`config.mk`:
```
export PLATFORM = sky130hd
export DESIGN_NAME = axi_read_arbiter
export DESIGN_NICKNAME = d
export VERILOG_FILES = /design/src/rtl/axi_read_arbiter.sv
export SDC_FILE = /design/constraint.sdc
export NUM_CORES = 1
export LEC_CHECK = 0
export ABC_AREA = 1
export BUFFER_PORTS_ARGS = -buffer_cell sky130_fd_sc_hd__buf_2
export CORE_MARGIN = 2
export CORE_UTILIZATION = 35
export DETAILED_ROUTE_END_ITERATION = 10
export MAX_ROUTING_LAYER = met4
export PLACE_DENSITY_LB_ADDON = 0.05
export REMOVE_ABC_BUFFERS = 1
export SYNTH_ARGS = -nofsm -noshare
export SYNTH_HDL_FRONTEND = slang
export SYNTH_SLANG_ARGS = --single-unit
```
`constraint.sdc`:
```
create_clock -name i_Clock -period 3.2 [get_ports i_Clock]
set_clock_uncertainty 0.2 [all_clocks]
set_input_delay 0.32 -clock i_Clock [delete_from_list [all_inputs] [get_ports i_Clock]]
set_output_delay 0.32 -clock i_Clock [all_outputs]
set_load 0.005 [all_outputs]
```
`src/rtl/axi_read_arbiter.sv`:
```
// Two-port read arbiter: round-robin between instruction-fetch and data-load
// requesters, issuing one AXI4-Lite read at a time and returning the data.
module axi_read_arbiter #(
  parameter int XLEN = 32
) (
  input  logic            i_Clock,
  input  logic            i_Reset_N,
  input  logic            i_Req_Valid_0,
  input  logic            i_Req_Valid_1,
  input  logic [XLEN-1:0] i_Req_Addr_0,
  input  logic [XLEN-1:0] i_Req_Addr_1,
  output logic            o_Grant_0,
  output logic            o_Grant_1,
  output logic            o_Resp_Valid_0,
  output logic            o_Resp_Valid_1,
  output logic [XLEN-1:0] o_Resp_Data,
  output logic            o_Resp_Err,
  output logic            o_Busy_0,
  output logic            o_Busy_1,
  output logic [31:0]     m_axil_araddr,
  output logic            m_axil_arvalid,
  input  logic            m_axil_arready,
  input  logic [31:0]     m_axil_rdata,
  input  logic [1:0]      m_axil_rresp,
  input  logic            m_axil_rvalid,
  output logic            m_axil_rready
);

  typedef enum logic [1:0] {
    ST_IDLE = 2'd0,
    ST_ADDR = 2'd1,
    ST_DATA = 2'd2,
    ST_RESP = 2'd3
  } state_t;

  state_t          state_reg;
  logic            owner_reg;
  logic            favour_reg;
  logic            active_reg;
  logic [31:0]     addr_reg;
  logic            arvalid_reg;
  logic            rready_reg;
  logic [1:0]      resp_valid_reg;
  logic [XLEN-1:0] resp_data_reg;
  logic            resp_err_reg;

  logic [1:0]      req_valid;
  logic [31:0]     req_addr [2];
  logic [1:0]      grant;
  logic [1:0]      busy;
  logic            any_req;
  logic            winner;

  assign req_valid   = {i_Req_Valid_1, i_Req_Valid_0};
  assign req_addr[0] = i_Req_Addr_0[31:0];
  assign req_addr[1] = i_Req_Addr_1[31:0];
  assign any_req     = |req_valid;

  // On a tie the favoured port wins; a lone requester wins outright.
  assign winner = (&req_valid) ? favour_reg : req_valid[1];

  // Grant is issued in the IDLE cycle itself so the address is captured on
  // the same edge; it is masked while reset is held.
  genvar gi;
  generate
    for (gi = 0; gi < 2; gi++) begin : g_port
      assign grant[gi] = i_Reset_N && (state_reg == ST_IDLE) &&
                         req_valid[gi] && (winner == 1'(gi));
      assign busy[gi]  = grant[gi] | (active_reg && (owner_reg == 1'(gi)));
    end
  endgenerate

  always_ff @(posedge i_Clock or negedge i_Reset_N) begin
    if (!i_Reset_N) begin
      state_reg      <= ST_IDLE;
      owner_reg      <= 1'b0;
      favour_reg     <= 1'b0;
      active_reg     <= 1'b0;
      addr_reg       <= '0;
      arvalid_reg    <= 1'b0;
      rready_reg     <= 1'b0;
      resp_valid_reg <= '0;
      resp_data_reg  <= '0;
      resp_err_reg   <= 1'b0;
    end else begin
      resp_valid_reg <= '0;
      case (state_reg)
        ST_IDLE: begin
          if (any_req) begin
            owner_reg   <= winner;
            favour_reg  <= ~winner;
            addr_reg    <= req_addr[winner];
            active_reg  <= 1'b1;
            arvalid_reg <= 1'b1;
            state_reg   <= ST_ADDR;
          end
        end
        ST_ADDR: begin
          if (m_axil_arready) begin
            arvalid_reg <= 1'b0;
            rready_reg  <= 1'b1;
            state_reg   <= ST_DATA;
          end
        end
        ST_DATA: begin
          if (m_axil_rvalid) begin
            rready_reg                <= 1'b0;
            resp_data_reg             <= XLEN'(m_axil_rdata);
            resp_err_reg              <= |m_axil_rresp;
            resp_valid_reg[owner_reg] <= 1'b1;
            state_reg                 <= ST_RESP;
          end
        end
        ST_RESP: begin
          active_reg <= 1'b0;
          state_reg  <= ST_IDLE;
        end
        default: begin
          active_reg  <= 1'b0;
          arvalid_reg <= 1'b0;
          rready_reg  <= 1'b0;
          state_reg   <= ST_IDLE;
        end
      endcase
    end
  end

  assign o_Grant_0      = grant[0];
  assign o_Grant_1      = grant[1];
  assign o_Busy_0       = busy[0];
  assign o_Busy_1       = busy[1];
  assign o_Resp_Valid_0 = resp_valid_reg[0];
  assign o_Resp_Valid_1 = resp_valid_reg[1];
  assign o_Resp_Data    = resp_data_reg;
  assign o_Resp_Err     = resp_err_reg;
  assign m_axil_araddr  = addr_reg;
  assign m_axil_arvalid = arvalid_reg;
  assign m_axil_rready  = rready_reg;

endmodule
```
# After elaboration in Yosys (flattened, before gate mapping)
# Index checks and enable logic that the tools add are counted.
dict set report op_classes {
  magnitude_cmp 3
  n_eq_ne 6
  muxes 19
  bitwise_logic 5
  n_reduce_logical 21
}
# op count
set op_table {}
lappend op_table {{32-bit 2-to-1 mux} 3}
lappend op_table {{2-bit 2-to-1 mux} 5}
lappend op_table {{3-bit AND reduction} 3}
lappend op_table {{1-bit logical AND} 8}
lappend op_table {{2-bit one-hot mux with 4 select lines} 1}
lappend op_table {{2-bit AND reduction} 4}
lappend op_table {{1-bit 2-to-1 mux} 6}
lappend op_table {{2-bit inequality test, second input constant} 3}
lappend op_table {{1-bit one-hot mux with 2 select lines} 3}
lappend op_table {{2-bit nonzero test} 3}
lappend op_table {{2-bit == test, second input constant} 2}
lappend op_table {{2-bit OR reduction} 2}
lappend op_table {{2-bit by 1-bit == test with 1-bit output, second input constant} 1}
lappend op_table {{2-bit greater-or-equal comparator, second input constant} 1}
lappend op_table {{2-bit logical NOT} 1}
lappend op_table {{1-bit by 2-bit less-than comparator with 1-bit output, second input constant} 1}
lappend op_table {{1-bit NOT} 2}
lappend op_table {{1-bit NOT with 2-bit output} 1}
lappend op_table {{1-bit OR} 2}
lappend op_table {{1-bit demux with 1-bit select} 1}
lappend op_table {{1-bit greater-or-equal comparator, second input constant} 1}
dict set report word_totals {
  reg_bits 74
  in_bits 104
  output_inout_bits 73
  wordCells 64
}

# Logic depth before layout (Yosys ltp)
# Gate-level depths: netlist of the first run.
dict set report logic_depth {
  depth_word 6
  mapped_depth 7
}

# Worst setup path after synthesis of the first run
# Ideal clock, no wire load.
dict set report synth_timing {
  kind {flip-flop to flip-flop}
  from {register state_reg[0]}
  to {register resp_data_reg[0], in the netlist o_Resp_Data[0]}
  setup_time_ns 0.116
  t_arrival_ns 1.214
  required_ns 2.884
  setup_slack_ns 1.670
  stages_incl_launch_ff 8
  path_cell_list {dfrtp_1 inv_1 ha_1 nand2_1 inv_1 buf_2 nand2_1 nand2_1}
}
dict set report synth_via {
  elab_chain_len 2
}
# element line
set synth_rtl {}
lappend synth_rtl {{start: declaration} 36} ;# state_t state_reg;
lappend synth_rtl {{start signal: assignment} 75} ;# state_reg <= ST_IDLE;
lappend synth_rtl {{start signal: assignment} 95} ;# state_reg <= ST_ADDR;
lappend synth_rtl {{start signal: assignment} 102} ;# state_reg <= ST_DATA;
lappend synth_rtl {{2-bit == test} 87} ;# case (state_reg)
lappend synth_rtl {{2-bit AND reduction (no line)} n/a}
lappend synth_rtl {{end signal: assignment} 108} ;# resp_data_reg <= XLEN'(m_axil_rdata);
lappend synth_rtl {{end: declaration} 44} ;# logic [XLEN-1:0] resp_data_reg;
# No other way between the ends.
# A chain may end at the register's enable or synchronous reset.

# Worst setup path after layout of the first run
dict set report layout_timing {
  from {register state_reg[0]}
  to {register addr_reg[9], in the netlist m_axil_araddr[9]}
}
dict set report layout_via {
  elab_chain_len 2
}
# element line
set layout_rtl {}
lappend layout_rtl {{2-bit logical NOT} 87}
lappend layout_rtl {{2-bit AND reduction (no line)} n/a}
lappend layout_rtl {{end signal: assignment} 92} ;# addr_reg <= req_addr[winner];
lappend layout_rtl {{end: declaration} 40} ;# logic [31:0] addr_reg;
# No other way between the ends.

==> impl_metrics.tcl, run 1 <==
set metrics [dict create \
    status "finished, final reports clean" \
    crit_fanout 35 \
    max_freq_mhz 437 \
    synthTopCellsByArea "dfrtp_1 52%, nand2_1 22%, nand3_1 9.5%" \
    die_y_microns 105 \
    cts_setup_buffers 0 \
    dieArea_sq_um 11100 \
    ys_ff_latch 74 \
    criticalPathCategory "reg -> reg" \
    synth.distinct_cells 18 \
    drtIter0Drc 168 \
    grt_max_degree 67 \
    holdCritPathClass "in -> reg" \
    root_buffer "clkbuf_8" \
    layout_worst_path_cycle_share_pct 71.5 \
    hold_viol 0 \
    grt_usage_pct 19.5 \
    cp-start-kind "flip-flop" \
    p_per_area_nw_per_um2 806 \
    vdd_drop_max_v 0.000455 \
    antenna_cells 0 \
    seqCellArea_sq_um 1850 \
    coreArea_sq_um 9860 \
    cts_buffers 9 \
    synth_simple_gate_area_share_pct 33.3 \
    ant_nets 0 \
    arrival_ps 2310 \
    synth_top_family_by_area "simple AND/OR/NAND/NOR gates" \
    cap_viol_max_count 0 \
    syn_avg_cell_area_sq_um 7.47 \
    ys.warnings.count 0 \
    h-tree-depth 3 \
    overflow 0 \
    synth_xor_area_share_pct 0 \
    layout_min_cycle_time_ps 2290 \
    finalSetupViolCount 0 \
    start_util_pct 36.4 \
    layout_setup_ws_ps 913 \
    power.total_mw 4.10 \
    worstMarginPinSlew_ps 971 \
    synth_compound_area_share_pct 1.32 \
    num_rows 36 \
    vias 3687 \
    drt_pass1_iterations 4 \
    synthMuxAreaShare_pct 0 \
    synth_adder_area_share_pct 1.74 \
    yosysTopAreaCell "dfrtp_1" \
    synth_cells 481 \
    die_x_microns 105 \
    seq_area_frac_synth_pct 51.5 \
    leakage_nw 3.15 \
    syn2layout_area_growth_pct 41.6 \
    routed_wl_microns 10400 \
    route.detailed.drc 0 \
    yosysTopAreaCellShare_pct 51.5 \
    instances_no_fill 821 \
    clock_latency_ps 340 \
    dpl.hpwl_microns 6950 \
    antenna_found_initial 0 \
    dp_slack_ps 824 \
    crit_path_end_kind "flip-flop" \
    fin_tns_setup_ps 0 \
    routabilityCongestion 0.770 \
    clkSinkCount 74 \
    final_max_slew_viol_count 0 \
    rsz0062_at_grt "false" \
    synth_area_sq_um 3590 \
    grt_pass1_vias 3614 \
    cts.clk_slew.worst_paths_ps 80 \
    wire_per_inst_microns 12.7 \
    drive_gt1_share_pct 28.8 \
    fill_cells 986 \
    place_inst 772 \
    grt_pass1_wl_microns 17000 \
    min_path_cells 3 \
    clock_path_buffers 2 \
    ioPinCount 177 \
    required_ps 3230 \
    r2r_cells 6 \
    layout.nets 792 \
    cts_tree "built" \
    multi_input_area_sq_um 1310 \
    slew_headroom_pct 35.2 \
    io_buffers 176 \
    vias_per_cell 4.49 \
]
## power breakdown
group	total [mW]	internal, mW	switching [mW]
logic	1.66	0.710	0.948
clock network	0.804	0.461	0.343
registers	1.64	1.38	0.252
## critical path, stage by stage (launching register included)
cell     delay (ps)
dfrtp_1         400
inv_1           100
ha_1            290
o21ai_4         360
inv_2           510
nand3_1         210
nand2_1          70
## through the flow
step,hold WS [ps],util [%],instance area (sq um)
after global routing,39.0,51.6,5090
final,41.0,51.6,5090
after floorplan,-176,-,3460
after global placement,-38.1,46.0,4540
after detailed placement,-34.2,46.0,4540
after CTS,14.6,51.6,5090
## metal layers
metal / track usage, % / share of wire, % / up-vias / wire length, microns
met5: - / 0 / - / 0
met1: 24.0 / 43 / 1725 / 4500
li1: - / - / 1834 / -
met4: 5.90 / 1.9 / 0 / 195
met2: 32.5 / 49 / 109 / 5120
met3: 3.77 / 5.7 / 19 / 588
## what timing repair did
action / in CTS / in global routing
hold buffers: 33 / 0
hold endpoints to repair: 40 / 0
gates resized for setup: 0 / 0
## Yosys cell counts
master / instances
a21oi_1: 1
buf_1: 3
buf_2: 9
buf_4: 3
buf_6: 4
clkbuf_1: 3
dfrtp_1: 74
ha_1: 5
inv_1: 79
inv_2: 1
nand2_1: 214
nand2_2: 1
nand2_4: 1
nand3_1: 68
nor2_1: 9
o21ai_0: 4
o21ai_4: 1
o22ai_1: 1
## cell type report
| cell class | count | area share (%) |
|---|---|---|
| clock buffers | 12 | 2.85 |
| clock inverters | 4 | 1.48 |
| inverters | 80 | 5.90 |
| multi-input cells | 305 | 25.7 |
| flip-flops and latches | 74 | 36.4 |
| well taps | 133 | 3.27 |
| repair buffers | 213 | 24.4 |
## worst paths after layout
check | startpoint | endpoint | slack [ps]
max in group asynchronous | i_Reset_N | o_Resp_Data[30]$_DFFE_PN0P_ | 1590
min | m_axil_arready | m_axil_rready$_DFFE_PN0P_ | 40
max reg2reg | state_reg[0]$_DFFE_PN0P_ | m_axil_araddr[9]$_DFFE_PN0P_ | 910
max | state_reg[0]$_DFFE_PN0P_ | m_axil_araddr[9]$_DFFE_PN0P_ | 910
min reg2reg | o_Resp_Data[16]$_DFFE_PN0P_ | o_Resp_Data[16]$_DFFE_PN0P_ | 280
min in group asynchronous | i_Reset_N | m_axil_araddr[6]$_DFFE_PN0P_ | 140
## cell families (layout without fill, tap and decap cells)
logic type / after synthesis / in the layout
AOI/OAI and AO/OA: 7 / 7
adders and majority gates: 5 / 5
buffers and inverters: 102 / 309
DFF: 74 / 74
and+or+nand+nor: 293 / 293
## cell usage in the layout, fill, tap and decap left out, drive strengths merged, types with 2 or more instances in the layout
cell	Yosys	layout
nand2	216	216
buf	19	180
inv	80	80
dfrtp	74	74
nand3	68	68
dlygate4sd3	0	33
clkbuf	3	12
nor2	9	9
ha	5	5
o21ai	5	5
bufinv	0	2
clkinvlp	0	2
Note: power is estimated with default switching activity, not from simulation.
==> run 2: changes to the inputs <==
==> constraint.sdc (replaced) <==
create_clock -name i_Clock -period 2.1 [get_ports i_Clock]
set_clock_uncertainty 0.2 [all_clocks]
set_input_delay 0.21 -clock i_Clock [delete_from_list [all_inputs] [get_ports i_Clock]]
set_output_delay 0.21 -clock i_Clock [all_outputs]
set_load 0.005 [all_outputs]
==> impl_metrics.tcl, run 2 (synthesized netlist as in run 1, its figures left out) <==
set metrics [dict create \
    vias 3788 \
    start_util_pct 36.4 \
    holdCritPathClass "in -> reg" \
    routabilityCongestion 0.790 \
    cap_viol_max_count 0 \
    rsz0062_at_grt "false" \
    grt_pass1_vias 3882 \
    r2r_cells 5 \
    clkSinkCount 74 \
    p_per_area_nw_per_um2 1120 \
    cp-startpoint "state_reg[0]$_DFFE_PN0P_" \
    die_y_microns 105 \
    cts_buffers 9 \
    cts_tree "built" \
    route.detailed.drc 0 \
    crit_cells 7 \
    crit_buf_inv 2 \
    cts.clk_slew.worst_paths_ps 70 \
    timing.rr.start "state_reg[0]$_DFFE_PN0P_" \
    wire_per_inst_microns 12.1 \
    coreArea_sq_um 9860 \
    p_comb_share_pct 42.9 \
    slew_headroom_pct 38.6 \
    slowest_stage "dfrtp_1" \
    die_x_microns 105 \
    required_ps 1690 \
    crit_path_frequent_cell "nand2_1" \
    seqPwrFrac_pct 39.4 \
    dieArea_sq_um 11100 \
    p_clk_share_pct 17.7 \
    worstMarginPinSlew_ps 921 \
    hold_slack_ps 7.75 \
    criticalPathCategory "reg -> out" \
    grt_max_degree 75 \
    layout_setup_ws_ps 193 \
    arrival_ps 1500 \
    ioPinCount 177 \
    dp_slack_ps 357 \
    crit_fanout 4 \
    cp-start-kind "flip-flop" \
    root_buffer "clkbuf_8" \
    path_delay_family "flip-flops" \
    layout_worst_path_cycle_share_pct 90.8 \
    antenna_found_initial 0 \
    clock_path_buffers 2 \
    layout.nets 845 \
    drt_pass1_iterations 4 \
    vias_per_cell 4.33 \
    num_rows 36 \
    clock_latency_ps 330 \
    drive_gt1_share_pct 27.7 \
    grt_usage_pct 20.2 \
    syn2layout_area_growth_pct 55.9 \
    drtIter0Drc 181 \
    routed_wl_microns 10600 \
    finalSetupViolCount 0 \
    final_common_cell "nand2_1" \
    dpl.hpwl_microns 6870 \
    final_cell_mix "214 x nand2_1, 175 x buf_2, 81 x dlygate4sd3_1" \
    p_int_mw 3.92 \
    power.total_mw 6.27 \
    h-tree-depth 3 \
    critPathMaxStageDelay_ps 420 \
    max_freq_mhz 525 \
    rrSetupSlack_ps 350 \
    switchingPower_mw 2.34 \
    crit_path_end_kind "primary output" \
    rr_endpoint "o_Resp_Err$_DFFE_PN0P_" \
    grt_pass1_wl_microns 17700 \
    status "finished, final reports clean" \
    hold_viol 0 \
    cts_setup_buffers 0 \
    layout_min_cycle_time_ps 1910 \
    final_max_slew_viol_count 0 \
    fill_cells 938 \
    antenna_cells 0 \
    critPathCapture "o_Busy_0" \
    cp_cell_sequence "inv_1 > ha_1 > nand2_1 > nor2_1 > nand2_1 > o21ai_0 > buf_2" \
    leakage_nw 3.38 \
    overflow 0 \
    ant_nets 0 \
    vdd_drop_max_v 0.000716 \
    swShare_pct 37.4 \
    io_buffers 176 \
]
-- run 2: cell count changes in the layout (fill, tap and decap cells not counted) --
cell,previous run,this run
bufinv_16,2,1
buf_4,5,9
clkinv_2,0,3
clkbuf_1,2,0
dlygate4sd3_1,33,81
clkinvlp_4,2,1
clkbuf_8,10,11
buf_12,0,1
-- run 2: power groups by stage --
stage / logic (mW) / clock network (mW) / registers, mW
after CTS: 2.75 / 1.15 / 2.47
after floorplan: 1.26 / 0 / 2.53
after global routing: 3.08 / 1.21 / 2.55
after detailed placement: 2.62 / 0 / 2.49
final: 2.69 / 1.11 / 2.47
after global placement: 2.59 / 0 / 2.49
-- run 2: metal layers --
layer / wire (microns) / part of all wire (%) / vias to the layer above / GRT usage, %
met5: 0 / 0 / - / -
met4: 197 / 1.9 / 0 / 6.67
met3: 570 / 5.4 / 17 / 4.02
met2: 5330 / 50 / 107 / 34.7
met1: 4500 / 42 / 1725 / 23.7
li1: - / - / 1939 / -
-- run 2: worst reg2reg max path: cells and delay by family, from the launching register on --
kind,cells,cell delay (ps)
flip-flops,1,410
adder cells (fa/ha/maj),1,230
AND/OR/NAND/NOR,1,190
AO/OA/AOI/OAI,1,140
buffers and inverters,2,460
-- run 2: how the worst min path moves through the flow --
stage,startpoint,endpoint,depth (start not counted)
2_1_floorplan,i_Reset_N,active_reg$_DFFE_PN0P_,0
3_3_place_gp,m_axil_rdata[1],o_Resp_Data[1]$_DFFE_PN0P_,3
6_report,i_Req_Addr_1[7],m_axil_araddr[7]$_DFFE_PN0P_,5
5_1_grt,i_Req_Addr_1[7],m_axil_araddr[7]$_DFFE_PN0P_,5
3_5_place_dp,m_axil_rdata[12],o_Resp_Data[12]$_DFFE_PN0P_,3
4_1_cts,i_Req_Addr_1[13],m_axil_araddr[13]$_DFFE_PN0P_,5
-- run 2: layout make-up --
type	count	area (sq um)	share of cell area (%)
timing repair buffer	266	1770	31.7
sequential	74	1850	33.1
inverter	80	300	5.36
clock inverter	5	52.6	0.938
multi-input combinational	305	1310	23.3
tap	133	166	2.97
clock buffer	11	151	2.70
-- run 2: through the flow --
stage / util (%) / TNS [ps] / area [sq um] / instances
after detailed placement: 46.5 / 0 / 4590 / 777
after global placement: 46.5 / 0 / 4590 / 777
after global routing: 56.8 / 0 / 5600 / 874
after CTS: 56.8 / 0 / 5600 / 874
after floorplan: - / -6230 / 3460 / 459
final: 56.8 / 0 / 5600 / 874
-- run 2: timing repair --
| item | 4_1_cts | 5_1_grt |
|---|---|---|
| hold buffers | 81 | 0 |
| hold endpoints to repair | 139 | 0 |
| endpoints found under the setup margin | 0 | 0 |
| gates resized for setup | 0 | 0 |
